===== config.mk =====
export PLATFORM = sky130hd
export DESIGN_NAME = fixed_32_dot_accum_flat
export DESIGN_NICKNAME = d
export VERILOG_FILES = /design/src/rtl/fixed_32_dot_accum_if.sv /design/src/rtl/fixed_32_dot_accum.sv /design/src/flat_wrapper.sv
export SDC_FILE = /design/constraint.sdc
export NUM_CORES = 1
export LEC_CHECK = 0
export ABC_AREA = 1
export ABC_CLOCK_PERIOD_IN_PS = 4100
export BUFFER_PORTS_ARGS = -buffer_cell sky130_fd_sc_hd__buf_2
export CAP_MARGIN = 20
export CORE_MARGIN = 8
export CORE_UTILIZATION = 60
export DETAILED_ROUTE_END_ITERATION = 10
export GPL_TIMING_DRIVEN = 0
export HOLD_SLACK_MARGIN = 0.05
export PLACE_DENSITY = 0.8
export SETUP_SLACK_MARGIN = 0.3
export SYNTH_ARGS = -nofsm -noshare
export SYNTH_HDL_FRONTEND = slang
export SYNTH_SLANG_ARGS = --single-unit

===== constraint.sdc =====
create_clock -name clk -period 4.1 [get_ports clk]
set_input_delay 0.41 -clock clk [delete_from_list [all_inputs] [get_ports clk]]
set_output_delay 0.41 -clock clk [all_outputs]
set_load 0.1 [all_outputs]

===== src/rtl/fixed_32_dot_accum_if.sv =====
// Product-in / result-out bundle for the Q24.8 dot-product accumulator.
// The master side drives products and consumes results; the slave side is the accumulator.
interface fixed_32_dot_accum_if #(
   parameter int LEN_W = 8
);
   logic             start;
   logic [LEN_W-1:0] vec_len;
   logic [31:0]      p_in;
   logic             p_ovf;
   logic             p_udf;
   logic             in_valid;
   logic             in_ready;
   logic [31:0]      sum_out;
   logic             sat_flag;
   logic             out_valid;
   logic             out_ready;
   logic             busy;

   modport master (
      output start, vec_len, p_in, p_ovf, p_udf, in_valid, out_ready,
      input  in_ready, sum_out, sat_flag, out_valid, busy
   );

   modport slave (
      input  start, vec_len, p_in, p_ovf, p_udf, in_valid, out_ready,
      output in_ready, sum_out, sat_flag, out_valid, busy
   );
endinterface


===== src/rtl/fixed_32_dot_accum.sv =====
// Sums vec_len signed Q24.8 products into a saturated Q24.8 result; out_valid one cycle after the last beat.
// Inputs are taken only in ACCUM (in_valid gaps stall); the result holds in DONE until out_ready.
module fixed_32_dot_accum #(
   parameter int LEN_W = 8,
   parameter int ACC_W = 40
) (
   input logic                  clk,
   input logic                  rst,
   fixed_32_dot_accum_if.slave  bus
);

   typedef enum logic [1:0] {IDLE, ACCUM, DONE} state_t;

   localparam logic signed [ACC_W-1:0] MAX_V = {{(ACC_W-32){1'b0}}, 32'h7FFF_FFFF};
   localparam logic signed [ACC_W-1:0] MIN_V = {{(ACC_W-32){1'b1}}, 32'h8000_0000};

   state_t                   state_q, state_d;
   logic signed [ACC_W-1:0]  acc_q, acc_d, acc_sum;
   logic [LEN_W-1:0]         cnt_q, cnt_d, len_q, len_d, cnt_inc;
   logic                     sticky_q, sticky_d, sat_q, sat_d;
   logic [31:0]              sum_q, sum_d, op32, sum_clamped;
   logic                     beat, flag_in, clamp_hi, clamp_lo;

   assign bus.in_ready  = (state_q == ACCUM);
   assign bus.out_valid = (state_q == DONE);
   assign bus.busy      = (state_q != IDLE);
   assign bus.sum_out   = sum_q;
   assign bus.sat_flag  = sat_q;

   assign beat    = bus.in_valid && (state_q == ACCUM);
   assign flag_in = bus.p_ovf || bus.p_udf;
   assign cnt_inc = cnt_q + LEN_W'(1);

   // Overflow flag wins over underflow when both are raised.
   always_comb begin
      op32 = bus.p_in;
      if (bus.p_ovf) begin
         op32 = 32'h7FFF_FFFF;
      end else if (bus.p_udf) begin
         op32 = 32'h8000_0000;
      end
   end

   assign acc_sum  = acc_q + {{(ACC_W-32){op32[31]}}, op32};
   assign clamp_hi = (acc_sum > MAX_V);
   assign clamp_lo = (acc_sum < MIN_V);

   always_comb begin
      sum_clamped = acc_sum[31:0];
      if (clamp_hi) begin
         sum_clamped = 32'h7FFF_FFFF;
      end else if (clamp_lo) begin
         sum_clamped = 32'h8000_0000;
      end
   end

   always_comb begin
      state_d  = state_q;
      acc_d    = acc_q;
      cnt_d    = cnt_q;
      len_d    = len_q;
      sticky_d = sticky_q;
      sum_d    = sum_q;
      sat_d    = sat_q;
      case (state_q)
         IDLE: begin
            if (bus.start) begin
               acc_d    = '0;
               cnt_d    = '0;
               sticky_d = 1'b0;
               len_d    = bus.vec_len;
               if (bus.vec_len == '0) begin
                  sum_d   = '0;
                  sat_d   = 1'b0;
                  state_d = DONE;
               end else begin
                  state_d = ACCUM;
               end
            end
         end
         ACCUM: begin
            if (beat) begin
               acc_d    = acc_sum;
               cnt_d    = cnt_inc;
               sticky_d = sticky_q || flag_in;
               if (cnt_inc == len_q) begin
                  sum_d   = sum_clamped;
                  sat_d   = sticky_q || flag_in || clamp_hi || clamp_lo;
                  state_d = DONE;
               end
            end
         end
         DONE: begin
            if (bus.out_ready) begin
               state_d = IDLE;
            end
         end
         default: state_d = IDLE;
      endcase
   end

   always_ff @(posedge clk) begin
      if (rst) begin
         state_q  <= IDLE;
         acc_q    <= '0;
         cnt_q    <= '0;
         len_q    <= '0;
         sticky_q <= 1'b0;
         sum_q    <= '0;
         sat_q    <= 1'b0;
      end else begin
         state_q  <= state_d;
         acc_q    <= acc_d;
         cnt_q    <= cnt_d;
         len_q    <= len_d;
         sticky_q <= sticky_d;
         sum_q    <= sum_d;
         sat_q    <= sat_d;
      end
   end

endmodule


===== src/flat_wrapper.sv =====
// flat-port wrapper written by rule: the top's interface ports become plain ports
module fixed_32_dot_accum_flat 
#(
   parameter int LEN_W = 8,
   parameter int ACC_W = 40
)
  (clk, rst, bus_start, bus_vec_len, bus_p_in, bus_p_ovf, bus_p_udf, bus_in_valid, bus_out_ready, bus_in_ready, bus_sum_out, bus_sat_flag, bus_out_valid, bus_busy);
  fixed_32_dot_accum_if #(.LEN_W(LEN_W)) bus_i ();
  input logic clk;
  input logic rst;
  input wire logic [$bits(bus_i.start)-1:0] bus_start;
  input wire logic [$bits(bus_i.vec_len)-1:0] bus_vec_len;
  input wire logic [$bits(bus_i.p_in)-1:0] bus_p_in;
  input wire logic [$bits(bus_i.p_ovf)-1:0] bus_p_ovf;
  input wire logic [$bits(bus_i.p_udf)-1:0] bus_p_udf;
  input wire logic [$bits(bus_i.in_valid)-1:0] bus_in_valid;
  input wire logic [$bits(bus_i.out_ready)-1:0] bus_out_ready;
  output wire logic [$bits(bus_i.in_ready)-1:0] bus_in_ready;
  output wire logic [$bits(bus_i.sum_out)-1:0] bus_sum_out;
  output wire logic [$bits(bus_i.sat_flag)-1:0] bus_sat_flag;
  output wire logic [$bits(bus_i.out_valid)-1:0] bus_out_valid;
  output wire logic [$bits(bus_i.busy)-1:0] bus_busy;
  assign bus_i.start = bus_start;
  assign bus_i.vec_len = bus_vec_len;
  assign bus_i.p_in = bus_p_in;
  assign bus_i.p_ovf = bus_p_ovf;
  assign bus_i.p_udf = bus_p_udf;
  assign bus_i.in_valid = bus_in_valid;
  assign bus_i.out_ready = bus_out_ready;
  assign bus_in_ready = bus_i.in_ready;
  assign bus_sum_out = bus_i.sum_out;
  assign bus_sat_flag = bus_i.sat_flag;
  assign bus_out_valid = bus_i.out_valid;
  assign bus_busy = bus_i.busy;
  fixed_32_dot_accum #(.LEN_W(LEN_W), .ACC_W(ACC_W)) u_core (.clk(clk), .rst(rst), .bus(bus_i));
endmodule

==> impl_metrics.env <==
export IMPL_io_buffers=81
export IMPL_syn_area_um2=7170
export IMPL_postRouteAntennaNets=0
export IMPL_p_sw_frac=0.373
export IMPL_switching_power_mw=0.960
export IMPL_skew_ns=0.00602
export IMPL_die_w_um=125
export IMPL_grt_pass1_vias=7118
export IMPL_synthTopCellsByArea="dfxtp_1 26%, nand2_1 23%, inv_1 8.4%, a21oi_1 7.9%, ha_1 7.2%"
export IMPL_gp_congestion=0.978
export IMPL_drc=0
export IMPL_layout_drive_gt1_share=0.108
export IMPL_p_seq_frac=0.372
export IMPL_ys_ff_latch=92
export IMPL_cts_path_max_buffers=2
export IMPL_syn_area_per_cell_um2=5.91
export IMPL_final_area_um2=8040
export IMPL_leakage_nw=4.17
export IMPL_worstMarginPinSlew_ns=0.658
export IMPL_totalNegativeSetupSlack_ns=0
export IMPL_regArea_um2=1840
export IMPL_status="complete, no violations"
export IMPL_root_buffer="clkbuf_16"
export IMPL_vias=7867
export IMPL_antenna_found_initial=0
export IMPL_grt_ovfl_total=0
export IMPL_die_y_um=125
export IMPL_drt_initial_drc_count=819
export IMPL_pin_count=83
export IMPL_synth_common_cells="434 x nand2_1, 160 x inv_1, 113 x a21oi_1"
export IMPL_rrSetupSlack_ns=0.91
export IMPL_async_reset_ff_frac=0
export IMPL_setup_viol=0
export IMPL_viasPerCell=5.41
export IMPL_worstSetupStartpointType="primary input"
export IMPL_synth_edff_count=0
export IMPL_r2r_start="u_core.acc_q[0]"
export IMPL_insertion_delay_ns=0.35
export IMPL_grt_pass1_wl_mm=35.2
export IMPL_path_class="in -> reg"
export IMPL_clock_power_share=0.316
export IMPL_relSlewSlack=0.559
export IMPL_hold_violations=0
export IMPL_num_rows=40
export IMPL_yosys_area_top_type="dfxtp_1"
export IMPL_yosysMostFrequentCell="nand2_1"
export IMPL_hold_buffers=0
export IMPL_startpoint="bus_p_udf"
export IMPL_diodes=0
export IMPL_internal_power_mw=1.61
export IMPL_multi_input_area_um2=4500
export IMPL_firstDrtPassIters=8
export IMPL_cts_tree="built"
export IMPL_clock_sinks=92
export IMPL_cts_max_level=3
export IMPL_power_total_mw=2.57
export IMPL_endpoint_kind="register"
export IMPL_hold_path_class="in -> reg"
export IMPL_reg2reg_to="u_core.bus.sum_out[25]"
export IMPL_avgRoutedWirePerCell_um=15.0
export IMPL_synth_yosys_seq_area_share=0.257
export IMPL_combinationalPowerShare=0.312
export IMPL_post_dp_cell_area_um2=7760
export IMPL_synth_top_area_share=0.257
export IMPL_cp_arrival_ns=3.74
export IMPL_grt_max_degree=15
export IMPL_nets=1394
export IMPL_fmax_mhz=283
export IMPL_synth_distinct_cells=38
export IMPL_synth_nets=1302
export IMPL_clk_pin_slew_ns=0.07
export IMPL_synthFlopType="dfxtp_1"
export IMPL_fp_dieArea_um2=15700
export IMPL_peakVddDrop_mv=0.184
export IMPL_grt_use_total=0.276
export IMPL_nFillCells=1152
export IMPL_utilization=0.678
export IMPL_worst_path_max_fanout=10
export IMPL_fp_coreArea_um2=11900
export IMPL_cts_buffers=9
export IMPL_crit_required_ns=4.31
export IMPL_dp_hpwl_mm=17.5
export IMPL_synthCells=1213
export IMPL_wl_mm=21.8
export IMPL_power_per_cell_area_nw_per_um2=320
export IMPL_layout_min_cycle_time_ns=3.53
export IMPL_crit_path_end="u_core.bus.sum_out[25]"
export IMPL_slew_violations=0
export IMPL_yosys_warnings=0
export IMPL_period_share=0.861
export IMPL_max_cap_violations=0
export IMPL_start_util=0.605
export IMPL_setup_slack_ns=0.569
export IMPL_area_growth_pct=12.1
export IMPL_rr_worst_depth=21
export IMPL_place_ws_ns=0.0336
export IMPL_grt_setup_unrepaired="no"
[per-layer routing]
| metal | global-route usage | part of all wire | up-vias |
|---|---|---|---|
| met5 | 0 | 0 | - |
| met4 | 0.107 | 0.026 | 0 |
| met3 | 0.0429 | 0.081 | 38 |
| met2 | 0.429 | 0.43 | 311 |
| met1 | 0.374 | 0.47 | 3514 |
| li1 | - | - | 4004 |
[registers in the layout, summed over array words and instances, names as in the netlist]
name	cells
u_core.sticky_q	1
u_core.len_q	8
u_core.state_q	2
u_core.cnt_q	8
u_core.bus.sat_flag	1
u_core.acc_q	40
u_core.bus.sum_out	32
[area by class of cell]
class	count	area share
clock buffers	11	0.0314
well taps	147	0.0229
clock inverters	3	0.00296
plain buffers	41	0.0249
inverters	169	0.0789
multi-input cells	911	0.560
flip-flops and latches	92	0.229
repair buffers	81	0.0504
[worst max-delay path, stage by stage]
cell,delay [ns]
buf_2,0.12
inv_1,0.09
buf_2,0.27
nand2_1,0.08
nand2_1,0.07
ha_1,0.22
inv_1,0.07
fa_1,0.39
inv_1,0.13
nand2_1,0.06
nand2_1,0.07
and2_1,0.21
nand2_1,0.09
nand3_2,0.12
nand2_1,0.13
nand2_1,0.11
nand2_1,0.06
nand2_1,0.07
nand2_1,0.08
nor2_1,0.11
nand2_1,0.13
nand3_1,0.16
buf_2,0.28
nand2_1,0.09
clkinv_1,0.05
a21oi_1,0.06
[worst min path at each step]
stage / from / to / cells past startpoint
6_report: bus_vec_len[3] / u_core.len_q[3] / 3
5_1_grt: bus_vec_len[4] / u_core.len_q[4] / 3
4_1_cts: bus_vec_len[3] / u_core.len_q[3] / 3
3_5_place_dp: u_core.acc_q[20] / u_core.acc_q[20] / 2
3_3_place_gp: u_core.bus.sum_out[1] / u_core.bus.sum_out[1] / 2
2_1_floorplan: u_core.len_q[6] / u_core.len_q[6] / 2
[repair_timing]
item / CTS / global route
endpoints found under the setup margin: 0 / 30
setup buffers: 0 / 0
resized for setup: 0 / 10
[cell families after synthesis]
family | Yosys count | synth area share
simple gates | 669 | 0.386
buf+inv | 210 | 0.116
flops | 92 | 0.257
compound gates | 162 | 0.120
fa+ha+maj | 42 | 0.0743
xor+xnor | 38 | 0.0475
[stage by stage]
stage / instances / hold slack (ns)
after global placement: 1441 / 0.456
after floorplan: 1213 / 0.447
after CTS: 1455 / 0.295
final: 1455 / 0.298
after global routing: 1455 / 0.314
after detailed placement: 1441 / 0.463
[layout by cell type (no fill, tap or decap), types with 2 or more instances in the layout]
cell and instances:
nand2_2 10, ha_1 41, buf_4 2, clkinvlp_4 2
nor2_1 85, clkbuf_16 9, inv_1 160, buf_2 85
and3_1 3, inv_2 3, o211a_1 2, nor3_1 10
nand3_2 5, buf_6 4, nor2_2 8, nand2_1 434
nor4_1 3, xor2_1 20, o21bai_1 4, clkbuf_1 27
a21oi_2 2, o21ai_0 29, xnor2_1 17, clkbuf_2 3
or2_2 4, a31oi_1 7, clkbuf_8 2, a21oi_1 113
dfxtp_1 92, clkinv_1 6, nand4_1 4, nand3_1 100
[power groups by stage]
stage | Sequential (mW) | Combinational (mW) | Clock (mW)
after CTS | 0.958 | 0.785 | 0.816
after floorplan | 1.01 | 0.542 | 0
after global routing | 0.963 | 0.882 | 0.847
after global placement | 0.977 | 0.773 | 0
after detailed placement | 0.978 | 0.781 | 0
final | 0.959 | 0.802 | 0.813
(Power assumes the default switching activity.)
